## src/rtl/rdm_sequencer_if.sv

```systemverilog
// Byte-stream handshake between the RDM sequencer and the UART transmitter.
// The master drives tx_valid/tx_data and the slave answers with tx_ready.
interface rdm_sequencer_if;
  logic       tx_valid;
  logic [7:0] tx_data;
  logic       tx_ready;

  modport master (output tx_valid, output tx_data, input tx_ready);
  modport slave  (input tx_valid, input tx_data, output tx_ready);
endinterface

```

## src/rtl/rdm_sequencer.sv

```systemverilog
// Subunit tracker that streams an 8-byte "RDM-<n>-#" message per deposit event.
// Optional transmit-stall abort is built when RDM_TIMEOUT_EN is defined.
module rdm_sequencer #(
  parameter int          NUM_SUBUNITS   = 4,
  parameter logic [7:0]  TERM_CHAR      = 8'h0A,
  parameter int          TIMEOUT_CYCLES = 50000000
) (
  input  logic           clk_50M,
  input  logic           rst_n,
  input  logic           mission_start,
  input  logic           deposit_done,
  rdm_sequencer_if.master tx,
  output logic [1:0]     subunit,
  output logic           RDM_active,
  output logic           mission_done,
  output logic           drop_err,
  output logic           tx_timeout
);

  localparam logic [1:0] ST_IDLE  = 2'd0;
  localparam logic [1:0] ST_SEND  = 2'd1;
  localparam logic [1:0] ST_DONE  = 2'd2;
  localparam logic [1:0] LAST_SUB = 2'(NUM_SUBUNITS - 1);

  logic [1:0] state_q,    state_d;
  logic [2:0] byte_idx_q, byte_idx_d;
  logic       pending_q,  pending_d;
  logic [1:0] subunit_q,  subunit_d;
  logic       drop_err_q, drop_err_d;
  logic       sending;
  logic       xfer;
  logic       stall_hit;
  logic [7:0] msg_byte;

  assign sending = (state_q == ST_SEND);
  assign xfer    = sending && tx.tx_ready;

`ifdef RDM_TIMEOUT_EN
  localparam int CNT_W = $clog2(TIMEOUT_CYCLES + 1);

  logic [CNT_W-1:0] stall_cnt_q, stall_cnt_d;
  logic             tx_timeout_q, tx_timeout_d;

  // The final stall cycle aborts instead of counting, so the counter never overflows.
  assign stall_hit = sending && !tx.tx_ready &&
                     (stall_cnt_q == CNT_W'(TIMEOUT_CYCLES - 1));

  always_comb begin
    stall_cnt_d = '0;
    if (sending && !tx.tx_ready && !stall_hit) begin
      stall_cnt_d = stall_cnt_q + CNT_W'(1);
    end
  end

  always_comb begin
    tx_timeout_d = tx_timeout_q;
    if (stall_hit) begin
      tx_timeout_d = 1'b1;
    end else if (mission_start && (state_q == ST_IDLE || state_q == ST_DONE)) begin
      tx_timeout_d = 1'b0;
    end
  end

  always_ff @(posedge clk_50M or negedge rst_n) begin
    if (!rst_n) begin
      stall_cnt_q  <= '0;
      tx_timeout_q <= 1'b0;
    end else begin
      stall_cnt_q  <= stall_cnt_d;
      tx_timeout_q <= tx_timeout_d;
    end
  end

  assign tx_timeout = tx_timeout_q;
`else
  assign stall_hit  = 1'b0;
  assign tx_timeout = 1'b0;
`endif

  always_comb begin
    case (byte_idx_q)
      3'd0:    msg_byte = 8'h52;
      3'd1:    msg_byte = 8'h44;
      3'd2:    msg_byte = 8'h4D;
      3'd3:    msg_byte = 8'h2D;
      3'd4:    msg_byte = 8'h31 + {6'b0, subunit_q};
      3'd5:    msg_byte = 8'h2D;
      3'd6:    msg_byte = 8'h23;
      default: msg_byte = TERM_CHAR;
    endcase
  end

  always_comb begin
    state_d    = state_q;
    byte_idx_d = byte_idx_q;
    pending_d  = pending_q;
    subunit_d  = subunit_q;
    drop_err_d = drop_err_q;
    case (state_q)
      ST_IDLE: begin
        // A coincident deposit_done loses to mission_start and is silently discarded.
        if (mission_start) begin
          subunit_d  = 2'd0;
          drop_err_d = 1'b0;
        end else if (deposit_done || pending_q) begin
          state_d    = ST_SEND;
          pending_d  = 1'b0;
          byte_idx_d = 3'd0;
        end
      end
      ST_SEND: begin
        if (stall_hit) begin
          state_d    = ST_IDLE;
          byte_idx_d = 3'd0;
        end else if (xfer) begin
          byte_idx_d = byte_idx_q + 3'd1;
          if (byte_idx_q == 3'd7) begin
            if (subunit_q < LAST_SUB) begin
              subunit_d = subunit_q + 2'd1;
              state_d   = ST_IDLE;
            end else begin
              state_d   = ST_DONE;
            end
          end
        end
        if (deposit_done) begin
          if (!pending_q) begin
            pending_d  = 1'b1;
          end else begin
            drop_err_d = 1'b1;
          end
        end
      end
      ST_DONE: begin
        if (mission_start) begin
          state_d    = ST_IDLE;
          subunit_d  = 2'd0;
          pending_d  = 1'b0;
          drop_err_d = 1'b0;
        end else if (deposit_done) begin
          drop_err_d = 1'b1;
        end
      end
      default: begin
        state_d = ST_IDLE;
      end
    endcase
  end

  always_ff @(posedge clk_50M or negedge rst_n) begin
    if (!rst_n) begin
      state_q    <= ST_IDLE;
      byte_idx_q <= 3'd0;
      pending_q  <= 1'b0;
      subunit_q  <= 2'd0;
      drop_err_q <= 1'b0;
    end else begin
      state_q    <= state_d;
      byte_idx_q <= byte_idx_d;
      pending_q  <= pending_d;
      subunit_q  <= subunit_d;
      drop_err_q <= drop_err_d;
    end
  end

  // Outputs decode straight from state so an asynchronous reset clears them at once.
  assign tx.tx_valid  = sending;
  assign tx.tx_data   = sending ? msg_byte : 8'h00;
  assign RDM_active   = sending;
  assign mission_done = (state_q == ST_DONE);
  assign subunit      = subunit_q;
  assign drop_err     = drop_err_q;

endmodule

```

## src/flat_wrapper.sv

```systemverilog
// flat-port wrapper written by rule: the top's interface ports become plain ports
module rdm_sequencer_flat 
#(
  parameter int          NUM_SUBUNITS   = 4,
  parameter logic [7:0]  TERM_CHAR      = 8'h0A,
  parameter int          TIMEOUT_CYCLES = 50000000
)
  (clk_50M, rst_n, mission_start, deposit_done, subunit, RDM_active, mission_done, drop_err, tx_timeout, tx_tx_valid, tx_tx_data, tx_tx_ready);
  rdm_sequencer_if tx_i ();
  input  logic clk_50M;
  input  logic rst_n;
  input  logic mission_start;
  input  logic deposit_done;
  output logic [1:0] subunit;
  output logic RDM_active;
  output logic mission_done;
  output logic drop_err;
  output logic tx_timeout;
  output wire logic [$bits(tx_i.tx_valid)-1:0] tx_tx_valid;
  output wire logic [$bits(tx_i.tx_data)-1:0] tx_tx_data;
  input wire logic [$bits(tx_i.tx_ready)-1:0] tx_tx_ready;
  assign tx_tx_valid = tx_i.tx_valid;
  assign tx_tx_data = tx_i.tx_data;
  assign tx_i.tx_ready = tx_tx_ready;
  rdm_sequencer #(.NUM_SUBUNITS(NUM_SUBUNITS), .TERM_CHAR(TERM_CHAR), .TIMEOUT_CYCLES(TIMEOUT_CYCLES)) u_core (.clk_50M(clk_50M), .rst_n(rst_n), .mission_start(mission_start), .deposit_done(deposit_done), .tx(tx_i), .subunit(subunit), .RDM_active(RDM_active), .mission_done(mission_done), .drop_err(drop_err), .tx_timeout(tx_timeout));
endmodule
```

## config.mk

```make
export PLATFORM = sky130hd
export DESIGN_NAME = rdm_sequencer_flat
export DESIGN_NICKNAME = d
export VERILOG_FILES = /design/src/rtl/rdm_sequencer_if.sv /design/src/rtl/rdm_sequencer.sv /design/src/flat_wrapper.sv
export SDC_FILE = /design/constraint.sdc
export NUM_CORES = 1
export LEC_CHECK = 0
export BUFFER_PORTS_ARGS = -buffer_cell sky130_fd_sc_hd__clkbuf_2
export CORE_MARGIN = 1
export CORE_UTILIZATION = 46
export CTS_CLUSTER_SIZE = 20
export DETAILED_ROUTE_END_ITERATION = 6
export HOLD_SLACK_MARGIN = 0.03
export PLACE_DENSITY = 0.77
export SLEW_MARGIN = 10
export SYNTH_ARGS = -nofsm -noshare
export SYNTH_HDL_FRONTEND = slang
export SYNTH_SLANG_ARGS = --single-unit
```

## constraint.sdc

```tcl
create_clock -name clk_50M -period 1.7 [get_ports clk_50M]
set_clock_uncertainty 0.2 [all_clocks]
set_input_delay 0.34 -clock clk_50M [delete_from_list [all_inputs] [get_ports clk_50M]]
set_output_delay 0.34 -clock clk_50M [all_outputs]
set_load 0.05 [all_outputs]
```

==> impl_metrics.yaml, run 1 <==
synthesis:
  yosysTopAreaCell: "dfrtp_1"
  yosys.area.top_type_share: 0.283
  synth_common_cells: "11 x ha_1, 11 x inv_1, 9 x dfrtp_1, 9 x nor2_1, 8 x o21ai_0"
  synth-edff-count: 0
  synth_area_leaders: "dfrtp_1 28%, ha_1 17%, inv_1 5.2%, o21ai_0 5.0%, nor2_1 4.2%"
  ys_seq_elements: 9
  synth_cells: 90
  ys_warn_count: 0
  synth.avg_cell_area_um2: 8.86
  synth.distinct_cells: 30
  syn_area_um2: 797
  synth_flop_cell: "dfrtp_1"
  synth.yosys.seq_area_share: 0.283
  synthArstFlopShare: 1.00
clock_network:
  cts_root_buffer: "clkbuf_4"
  cts_buffers: 3
  clock_path_buffers: 2
  cts.sinks: 9
  htree_levels: 1
floorplan:
  rows: 14
  pin_count: 20
  fp.dieW_um: 43.6
  die_y_um: 43.6
  start_util: 0.511
outcome:
  failed_stage: "global routing"
  status: "stopped before the end"
  error: "[ERROR DPL-0038] Utilization greater than 100%, impossible to legalize"
placed_design:
  io_buffers: 17
  hpwl_mm: 1.73
  gp_congestion: 0.852
grt:
  grt_max_degree: 10
sta:
  grt-worst-endpoint: "tx_tx_data[0]"
  endpoint_type: "primary output"
[what timing repair did]
action / 4_1_cts
endpoints found under the setup margin: 17
gates resized for setup: 49
hold buffers: 1
endpoints found under the hold margin: 9
pin swaps: 5
buffers inserted: 6
[per-stage QoR]
stage | hold WS [ps] | instances | setup TNS [ps] | instance area (µm²) | worst slack [ps]
4_1_cts | 259 | 155 | -3880 | 1480 | -542
3_5_place_dp | 11.9 | 145 | -2380 | 1180 | -358
3_3_place_gp | 11.9 | 145 | -1940 | 1180 | -296
2_1_floorplan | -156 | 91 | -2160 | 918 | -325
[cells by family after synthesis]
family	count (synthesis)	synth area share
buffers and inverters	16	0.100
other	1	0.00471
and+or+nand+nor	25	0.187
adders and majority gates	11	0.173
muxes	6	0.0801
AOI/OAI and AO/OA	22	0.173
DFF	9	0.283
==> run 2: changes to the inputs <==
--- a/config.mk
+++ b/config.mk
@@ -6,12 +6,10 @@
 export NUM_CORES = 1
 export LEC_CHECK = 0
 export BUFFER_PORTS_ARGS = -buffer_cell sky130_fd_sc_hd__clkbuf_2
-export CORE_MARGIN = 1
-export CORE_UTILIZATION = 46
-export CTS_CLUSTER_SIZE = 20
+export CORE_AREA = 2 2 63 65
 export DETAILED_ROUTE_END_ITERATION = 6
-export HOLD_SLACK_MARGIN = 0.03
-export PLACE_DENSITY = 0.77
+export DIE_AREA = 0 0 65 67
+export PLACE_DENSITY_LB_ADDON = 0.15
 export SLEW_MARGIN = 10
 export SYNTH_ARGS = -nofsm -noshare
 export SYNTH_HDL_FRONTEND = slang
==> constraint.sdc (replaced) <==
create_clock -name clk_50M -period 2.21 [get_ports clk_50M]
set_clock_uncertainty 0.2 [all_clocks]
set_input_delay 0.442 -clock clk_50M [delete_from_list [all_inputs] [get_ports clk_50M]]
set_output_delay 0.442 -clock clk_50M [all_outputs]
set_load 0.05 [all_outputs]
==> run 2 against run 1 <==
The flow now finishes, with violations (negative setup slack); synthesized area unchanged; synthesized cell count unchanged.
==> impl_metrics.yaml, run 2 <==
clock_network:
  cts_root_buffer: "clkbuf_8"
  cts.sinks: 9
  path_clk_slew_ps: 50
  cts_buffers: 3
  cts_tree: "yes"
  htree_levels: 1
  clkLatencyLatePin_ps: 230
  clock_path_buffers: 2
synthesis:
  yosys.area.top_type_share: 0.283
  synth_cells: 90
  ys_warn_count: 0
  synth.yosys.seq_area_share: 0.283
  synth-edff-count: 0
  synth.distinct_cells: 30
  synth_flop_cell: "dfrtp_1"
  synthArstFlopShare: 1.00
  syn_area_um2: 797
  synth_area_leaders: "dfrtp_1 28%, ha_1 17%, inv_1 5.2%, o21ai_0 5.0%, nor2_1 4.2%"
  synth.avg_cell_area_um2: 8.86
  synth_common_cells: "11 x ha_1, 11 x inv_1, 9 x dfrtp_1, 9 x nor2_1, 8 x o21ai_0"
  yosysTopAreaCell: "dfrtp_1"
  ys_seq_elements: 9
layout:
  largest_reg_flops: 3
  area_delta_synth_final_pct: 68.1
  top_register: "u_core.byte_idx_q"
  final_cell_mix: "19 x buf_4, 11 x clkbuf_2, 7 x inv_1, 7 x o21ai_0, 7 x dfrtp_1"
  drive_gt1_frac: 0.578
  layout_commonest_cell: "buf_4"
  nNetsFinal: 145
  fillers: 384
  antenna_cells: 0
  utilization: 0.372
sta:
  final.period_utilization: 1.03
  rsz0062_at_grt: "yes"
  finalSetupViolCount: 4
  maxSlewViolCount: 0
  fin_ws_ps: -63.3
  fmax_mhz: 440
  fin_crit_ps: 2270
  hold_viol: 0
setup_path:
  crit_path_start_kind: "flop"
  crit_arrival_ps: 1630
  crit_start: "u_core.byte_idx_q[0]$_DFFE_PN0P_"
  worstSetupPathType: "reg -> out"
  r2r-start: "u_core.byte_idx_q[1]$_DFFE_PN0P_"
  end_kind: "output port"
  crit_required_ps: 1570
  cp_max_fo: 5
hold_path:
  min_from: "u_core.drop_err$_DFFE_PN0P_"
  hp-class: "reg -> reg"
placed_design:
  hpwl_mm: 1.54
  io_buffers: 17
  gp_congestion: 0.784
routing:
  drtIter0Drc: 27
  first_pass_iters: 4
  wl_mm: 2.03
  wl_per_cell_um: 11.5
  remaining_drc_errors: 0
  ant_nets: 0
  num_vias: 755
  viasPerCell: 4.29
floorplan:
  die_y_um: 67
  dieArea_um2: 4360
  rows: 22
  coreArea_um2: 3610
  pin_count: 20
  start_util: 0.221
  fp.dieW_um: 65
outcome:
  failed_checks: "negative setup slack"
  status: "complete, but fails checks"
grt:
  grt_pass1_wl_mm: 3.48
  grt_usage: 0.104
  grt_pass1_vias: 781
  antenna_found_initial: 0
  globalRouteOverflowTotal: 0
  grt_max_degree: 11
job:
  drv_cap: 0
[run 2: logic make-up (layout without fill, tap and decap cells)]
kind of cell / after synthesis / count (layout) / synth area share
buf+inv: 16 / 53 / 0.100
other cells: 1 / 2 / 0.00471
fa+ha+maj: 11 / 11 / 0.173
compound gates: 22 / 22 / 0.173
mux: 6 / 6 / 0.0801
simple gates: 25 / 25 / 0.187
flops: 9 / 9 / 0.283
[run 2: repair_timing]
action                                 in CTS  in global routing
resized for setup                          26                 21
setup endpoints to repair                   6                  6
pin swaps                                   3                  6
hold buffers                                1                  0
endpoints found under the hold margin       9                  0
setup buffers                               3                  4
[run 2: per-layer routing]
metal  track usage  up-vias  share of wire
li1              -      378              -
met1         0.124      359           0.44
met2         0.184       18           0.51
met3        0.0253        0          0.052
met4        0.0319        0              0
met5             0        -              0
[run 2: through the flow]
step	std cells	worst slack, ps	area (µm²)	TNS [ps]	hold WS (ps)
2_1_floorplan	91	-117	845	-242	-53.6
3_3_place_gp	164	29.9	1050	0	123
3_5_place_dp	164	2.97	1050	0	126
4_1_cts	172	-89.7	1230	-280	335
5_1_grt	176	-143	1340	-518	367
6_report	176	-63.3	1340	-171	322
[run 2: layout make-up]
cell class | count | area, µm² | share of cell area
timing repair buffer | 38 | 299 | 0.223
inverter | 11 | 47.5 | 0.0355
clock buffer | 4 | 45.0 | 0.0336
multi-input combinational | 66 | 661 | 0.493
sequential | 9 | 228 | 0.170
tap | 48 | 60.1 | 0.0448
[run 2: critical path: stages (launching register included)]
cell     delay [ps]
dfrtp_2         440
inv_2           120
ha_4            150
buf_4           130
nor2b_2         150
o22ai_2          90
a21oi_4         170
buf_8           160
[run 2: path summary, 6_finish.rpt]
| path | endpoint | slack (ps) | cells after the start |
|---|---|---|---|
| setup / recovery | tx_tx_data[0] | -60 | 7 |
| hold / removal | u_core.drop_err$_DFFE_PN0P_ | 320 | 2 |
| setup reg to reg | u_core.subunit[0]$_DFFE_PN0P_ | 140 | 6 |
| hold reg to reg | u_core.drop_err$_DFFE_PN0P_ | 320 | 2 |
| max in group asynchronous | u_core.byte_idx_q[1]$_DFFE_PN0P_ | 1190 | 2 |
| min in group asynchronous | u_core.state_q[0]$_DFFE_PN0P_ | 410 | 2 |
Power of run 2 is left out: the tool's default activity adds up to more than one toggle a clock period on the data nets, which glitch-free logic cannot reach.
